File: config.mk
export PLATFORM = sky130hd
export DESIGN_NAME = flash_read_ctrl
export DESIGN_NICKNAME = d
export VERILOG_FILES = /design/src/rtl/flash_read_ctrl.sv
export SDC_FILE = /design/constraint.sdc
export NUM_CORES = 1
export LEC_CHECK = 0
export ABC_CLOCK_PERIOD_IN_PS = 3100
export BUFFER_PORTS_ARGS = -buffer_cell sky130_fd_sc_hd__buf_2
export CORE_MARGIN = 10
export CORE_UTILIZATION = 58
export CTS_CLUSTER_DIAMETER = 30
export DETAILED_ROUTE_END_ITERATION = 16
export GPL_TIMING_DRIVEN = 0
export PLACE_DENSITY = 0.78
export SKIP_LAST_GASP = 1
export SYNTH_ARGS = -nofsm -noshare
export SYNTH_HDL_FRONTEND = slang
export SYNTH_SLANG_ARGS = --single-unit
File: constraint.sdc
create_clock -name sys_clk -period 3.1 [get_ports sys_clk]
set_input_delay 0.31 -clock sys_clk [delete_from_list [all_inputs] [get_ports sys_clk]]
set_output_delay 0.31 -clock sys_clk [all_outputs]
set_load 0.02 [all_outputs]
File: src/rtl/flash_read_ctrl.sv
// SPI flash read controller (mode 0, sck = sys_clk/4): issues READ plus a 24-bit address,
// then shifts NUM_DATA bytes in on miso and strobes each one out on rd_data/rd_valid.
module flash_read_ctrl #(
  parameter logic [8:0] NUM_DATA  = 9'd100,
  parameter logic [7:0] READ_INST = 8'h03,
  parameter logic [7:0] S_ADDR    = 8'h00,
  parameter logic [7:0] P_ADDR    = 8'h04,
  parameter logic [7:0] B_ADDR    = 8'h25
) (
  input  logic       sys_clk,
  input  logic       sys_rst_n,
  input  logic       key,
  input  logic       miso,
  output logic       sck,
  output logic       cs_n,
  output logic       mosi,
  output logic [7:0] rd_data,
  output logic       rd_valid,
  output logic       busy,
  output logic       done
);

  typedef enum logic [4:0] {
    IDLE     = 5'b00001,
    CS_SETUP = 5'b00010,
    CMD      = 5'b00100,
    RECV     = 5'b01000,
    CS_HOLD  = 5'b10000
  } state_t;

  state_t      state, state_nxt;
  logic [4:0]  cnt_clk, cnt_clk_nxt;
  logic [8:0]  cnt_byte, cnt_byte_nxt;
  logic [7:0]  shift_reg;
  logic [7:0]  cmd_byte;
  logic        slot_end;

  assign slot_end = (cnt_clk == 5'd31);

  always_comb begin
    state_nxt = state;
    case (state)
      IDLE:     if (key && !done) state_nxt = CS_SETUP;
      CS_SETUP: if (slot_end) state_nxt = CMD;
      CMD:      if (slot_end && cnt_byte == 9'd4) state_nxt = RECV;
      RECV:     if (slot_end && cnt_byte == NUM_DATA + 9'd4) state_nxt = CS_HOLD;
      CS_HOLD:  if (slot_end) state_nxt = IDLE;
      default:  state_nxt = IDLE;
    endcase
  end

  // Slot counters: cnt_byte 0 = CS_SETUP, 1..4 = command bytes, 5.. = data, last = CS_HOLD
  always_comb begin
    cnt_clk_nxt  = 5'd0;
    cnt_byte_nxt = 9'd0;
    if (state != IDLE) begin
      cnt_clk_nxt = cnt_clk + 5'd1;
      if (!slot_end)
        cnt_byte_nxt = cnt_byte;
      else if (state != CS_HOLD)
        cnt_byte_nxt = cnt_byte + 9'd1;
    end
  end

  always_comb begin
    case (cnt_byte_nxt[1:0])
      2'd1:    cmd_byte = READ_INST;
      2'd2:    cmd_byte = S_ADDR;
      2'd3:    cmd_byte = P_ADDR;
      default: cmd_byte = B_ADDR;
    endcase
  end

  always_ff @(posedge sys_clk or negedge sys_rst_n) begin
    if (!sys_rst_n) begin
      state    <= IDLE;
      cnt_clk  <= 5'd0;
      cnt_byte <= 9'd0;
    end else begin
      state    <= state_nxt;
      cnt_clk  <= cnt_clk_nxt;
      cnt_byte <= cnt_byte_nxt;
    end
  end

  // Pin outputs are registered from next-state values so they line up with state/cnt_clk
  always_ff @(posedge sys_clk or negedge sys_rst_n) begin
    if (!sys_rst_n) begin
      sck  <= 1'b0;
      cs_n <= 1'b1;
      mosi <= 1'b0;
      busy <= 1'b0;
      done <= 1'b0;
    end else begin
      sck  <= ((state_nxt == CMD) || (state_nxt == RECV)) && cnt_clk_nxt[1];
      cs_n <= (state_nxt == IDLE);
      mosi <= (state_nxt == CMD) ? cmd_byte[~cnt_clk_nxt[4:2]] : 1'b0;
      busy <= (state_nxt != IDLE);
      done <= (state == CS_HOLD) && (state_nxt == IDLE);
    end
  end

  // miso is captured mid-high of sck (end of phase 2), MSB first
  always_ff @(posedge sys_clk or negedge sys_rst_n) begin
    if (!sys_rst_n) begin
      shift_reg <= 8'd0;
      rd_data   <= 8'd0;
      rd_valid  <= 1'b0;
    end else begin
      if (state == RECV && cnt_clk[1:0] == 2'd2)
        shift_reg <= {shift_reg[6:0], miso};
      rd_valid <= (state == RECV) && slot_end;
      if (state == RECV && slot_end)
        rd_data <= shift_reg;
    end
  end

endmodule

# Yosys cells after proc, flatten, opt, wreduce, memory -nomap -nowiden
# Index checks and enable logic that the tools add are counted.
[totals] regBits=41 input_bits=4 output_inout_bits=14 elab_cells=58
[classes] addsub=2 order_cmp=1 n_eq_ne=19 muxes=14 bitwise=1 n_reduce_logical=9
[op_table] operator="2-to-1 mux 5 bit" count=6
[op_table] operator="2-to-1 mux 9 bit" count=3
[op_table] operator="one-hot mux 5 bit (5 select lines)" count=1
[op_table] operator="one-hot mux 6 bit (3 select lines)" count=1
[op_table] operator="equality test 5 x 1 -> 1 bit, second input constant" count=2
[op_table] operator="equality test 5 x 3 -> 1 bit, second input constant" count=2
[op_table] operator="equality test 5 x 4 -> 1 bit, second input constant" count=2
[op_table] operator="equality test 5 bit, second input constant" count=2
[op_table] operator="inequality test 5 x 1 -> 1 bit, second input constant" count=2
[op_table] operator="adder 9 x 1 -> 9 bit, second input constant" count=1
[op_table] operator="equality test 9 x 3 -> 1 bit, second input constant" count=1
[op_table] operator="equality test 9 x 7 -> 1 bit, second input constant" count=1
[op_table] operator="logical AND 1 bit" count=7
[op_table] operator="equality test 2 bit, second input constant" count=3
[op_table] operator="adder 5 x 1 -> 5 bit, second input constant" count=1
[op_table] operator="equality test 5 x 2 -> 1 bit, second input constant" count=1
[op_table] operator="inequality test 5 bit, second input constant" count=1
[op_table] operator="< comparator 3 x 4 -> 1 bit, second input constant" count=1
[op_table] operator="binary-select mux 1 bit (select 3 bit)" count=1
[op_table] operator="NOT 3 bit" count=1
[op_table] operator="equality test 2 x 1 -> 1 bit, second input constant" count=1
[op_table] operator="2-to-1 mux 1 bit" count=2
[op_table] operator="inequality test 2 bit, second input constant" count=1
[op_table] operator="zero test 1 bit" count=1
[op_table] operator="logical OR 1 bit" count=1

# Depth between registers and ports, before layout
[logic_depth] depth_word=9 ltp_mapped=12 ltp_nobuf=11

# Least setup slack after synthesis
# OpenSTA, ideal clock, no wires.
[synth_path] path_type="flip-flop to flip-flop" from="register cnt_clk[0]" to="register mosi" setup_time_ns=0.120 t_arrival_ns=2.254 t_required_ns=2.980 slack_ns=0.726 stages_incl_launch_ff=12 n_path_buf=1 period_less_slack_ns=2.374 path_cell_list="dfrtp_1 > ha_1 > and3_1 > ha_1 > clkbuf_1 > inv_1 > nor3_2 > a22oi_1 > ha_1 > o211ai_1 > o21ai_0 > o211a_1"
[synth_between] elab_chain_len=8 elab_cells_between_ends=21 classes_between="add/sub: 1; eq/ne: 5; mux: 12; bitwise: 1; reduce/logical: 2"
[synth_rtl] item="start: declaration" line_no="32" text="logic [4:0] cnt_clk, cnt_clk_nxt;"
[synth_rtl] item="start signal: assignment" line_no="81" text="cnt_clk <= cnt_clk_nxt;"
[synth_rtl] item="equality test 5 bit" line_no="38" text="assign slot_end = (cnt_clk == 5'd31);"
[synth_rtl] item="2-to-1 mux 9 bit" line_no="58" text="if (!slot_end)"
[synth_rtl] item="2-to-1 mux 9 bit" line_no="56" text="if (state != IDLE) begin"
[synth_rtl] item="equality test 2 bit or equality test 2 x 1 -> 1 bit (tied branches)" line_no="66" text="case (cnt_byte_nxt[1:0])"
[synth_rtl] item="one-hot mux 6 bit (3 select lines)" line_no="66"
[synth_rtl] item="binary-select mux 1 bit (select 3 bit)" line_no="97" text="mosi <= (state_nxt == CMD) ? cmd_byte[~cnt_clk_nxt[4:2]] : 1'b0;"
[synth_rtl] item="2-to-1 mux 1 bit (implied by the code)" line_no="97"
[synth_rtl] item="2-to-1 mux 1 bit (*)" line_no="97"
[synth_rtl] item="end signal: assignment" line_no="97"
[synth_rtl] item="end: declaration" line_no="16" text="output logic mosi,"
# Mark *: on every way between the ends. The rest lies on a longest branch, timed or not. The select of a mux whose other input is x is not followed.
# A chain may end at the register's enable or synchronous reset.

# Worst setup path after layout
[layout_path] from="register cnt_clk[1]" to="register mosi"
# Same word-level chain as after synthesis.

==> flow_summary.json <==
{
  "status": "finished, final reports clean",
  "htree_levels": 2,
  "finalSetupViolations": 0,
  "nets": 205,
  "post-route-period-util_pct": 86.6,
  "cts.path.max_buffers": 2,
  "slew_violations": 0,
  "relSlewSlack_pct": 41.9,
  "yosysSeqAreaShare_pct": 53.3,
  "cpPeakStageDelay_ps": 420,
  "ir_worst_vdd_uv": 276,
  "dieArea_mm2": 0.00603,
  "drc": 0,
  "path_class": "reg -> reg",
  "ys_dominant_reg_cell": "dfrtp_1",
  "maxClockFrequency_mhz": 373,
  "portBuffers": 17,
  "final_cell_mix": "dfrtp_1, buf_2, mux2_2, nand2_1, o21ai_0",
  "total_power_uw": 1270,
  "stdcell_count": 239,
  "cp_top_family": "compound AO/OA/AOI/OAI gates",
  "start_util_pct": 61.6,
  "crit_top_cell": "ha_1",
  "cts_hold_buf": 0,
  "grt_usage_pct": 12.6,
  "post-route-min-period_ps": 2680,
  "synth_fp_nets": 181,
  "crit_buf_inv": 2,
  "core_area_mm2": 0.00313,
  "worstPathMaxFanout": 10,
  "cts_tree": "built",
  "drt_iter0_drc": 143,
  "cts_setup_buffers": 0,
  "netlist.area_leader.share_pct": 50.6,
  "largest_reg_flops": 9,
  "dp_hpwl_mm": 2.69,
  "grt_pass1_vias": 1366,
  "clk_latency_ps": 350,
  "ys_ff_latch": 41,
  "firstDrtPassIters": 5,
  "leakage_uw": 0.00111,
  "synth_area_leader_cell": "dfrtp_1",
  "ant_nets": 0,
  "antenna_found_initial": 0,
  "maxCapViolations": 0,
  "synth.area.top_cells": "dfrtp_1, mux2_2, ha_1",
  "min_path_type": "in -> async",
  "num_vias": 1347,
  "setup_slack_ps": 416,
  "whs_ps": 56.0,
  "postRouteWirelength_mm": 3.64,
  "grt_max_degree": 42,
  "n_antenna_cell": 0,
  "worstMarginPinSlew_ps": 872,
  "crit_path_end_kind": "register",
  "ios": 18,
  "die_h_um": 77.7,
  "clk_pin_slew_ps": 130,
  "ctsResizeCount": 0,
  "syn_area_per_cell_um2": 11.3,
  "globalplace.congestion": 0.905,
  "area_growth_pct": 11.9,
  "cts-root-buf": "clkbuf_4",
  "wl_per_cell_um": 15.2,
  "via_per_inst": 5.64,
  "synth_edf_count": 0,
  "fillerInstances": 229,
  "synth_cell_types": 40,
  "synth_warnings": 0,
  "cp_cell_sequence": "ha_1 > and3_1 > ha_1 > clkbuf_2 > inv_1 > nor3_2 > a22oi_1 > ha_1 > o211ai_1 > o21ai_0 > o211a_1",
  "syn_area_mm2": 0.00193,
  "worstSetupStartpointType": "register",
  "arrival_ps": 2930,
  "hold_viol_final": 0,
  "drive_gt1_share_pct": 26.7,
  "die_w_um": 77.7,
  "rsz0062_at_grt": "false",
  "synthArstFlopShare_pct": 100,
  "layout_commonest_cell": "dfrtp_1",
  "grt_remaining_overflow": 0,
  "skew_ps": 10.2,
  "grt_pass1_wl_mm": 6.35,
  "critical_path_required_ps": 3350,
  "rows": 20,
  "tns_ps": 0,
  "crit_slowest_cell": "dfrtp_1",
  "power_density_mw_per_mm2": 587,
  "postSynthCellCount": 170,
  "dp_cells": 231,
  "place_ws_ps": 276,
  "numCtsBuffers": 5,
  "cts.sinks": 41
}
## synthesized netlist by cell type, types with 3 or more instances
cell type,number
nor3b_1,3
nand3_1,10
mux2_2,16
ha_1,7
nor3_2,4
and3_1,5
xor2_1,3
a21o_1,3
nor2_1,9
dfrtp_1,39
inv_1,7
nand4b_1,3
o211ai_1,4
nand2_1,12
o21ai_0,12
## kinds of logic after synthesis
kind of cell             after synthesis  synth area share (%)
AO/OA/AOI/OAI                         29                  9.47
XOR/XNOR                               4                  1.82
adder cells (fa/ha/maj)                7                  4.54
buffers and inverters                 10                  2.08
flip-flops                            41                  53.3
multiplexers                          16                  9.34
AND/OR/NAND/NOR                       63                  19.4
## routing by layer
metal | vias up | global-route usage, % | wire, um
met5 | - | 0 | 0
met4 | 0 | 5.11 | 42
met3 | 7 | 4.15 | 250
met2 | 43 | 20.1 | 1770
met1 | 640 | 15.4 | 1580
li1 | 657 | - | -
## report_power, final
part | switching (uW) | leakage, uW | internal [uW]
sequential | 40.9 | 0.000558 | 590
clock | 177 | 0.0000445 | 192
combinational | 175 | 0.000509 | 92.5
total | 393 | 0.00111 | 874
## area by class of cell
cell class / count / area, um^2 / area share [%]
flip-flops and latches: 41 / 1030 / 47.7
multi-input cells: 119 / 860 / 39.8
repair buffers: 17 / 85.1 / 3.94
well taps: 44 / 55.1 / 2.55
clock inverters: 2 / 37.5 / 1.74
inverters: 7 / 26.3 / 1.22
clock buffers: 6 / 51.3 / 2.38
plain buffers: 3 / 15.0 / 0.696
## per-stage QoR
| stage | utilization [%] | cell area, um^2 |
|---|---|---|
| 2_1_floorplan | - | 1930 |
| 3_3_place_gp | 66.1 | 2070 |
| 4_1_cts | 69.0 | 2160 |
| 5_1_grt | 69.0 | 2160 |
| 6_report | 69.0 | 2160 |
| 3_5_place_dp | 66.1 | 2070 |
## final timing paths
kind | cells past startpoint | slack (ps) | end | start
max | 11 | 420 | mosi$_DFF_PN0_ | cnt_clk[1]$_DFF_PN0_
min | 1 | 60 | busy$_DFF_PN0_ | sys_rst_n
max reg2reg | 11 | 420 | mosi$_DFF_PN0_ | cnt_clk[1]$_DFF_PN0_
min reg2reg | 1 | 510 | rd_data[2]$_DFFE_PN0P_ | rd_data[2]$_DFFE_PN0P_
max in group asynchronous | 1 | 2500 | cnt_clk[2]$_DFF_PN0_ | sys_rst_n
min in group sys_clk | 2 | 180 | shift_reg[0]$_DFFE_PN0P_ | miso
No activity file was read; power rests on OpenSTA's default activity.
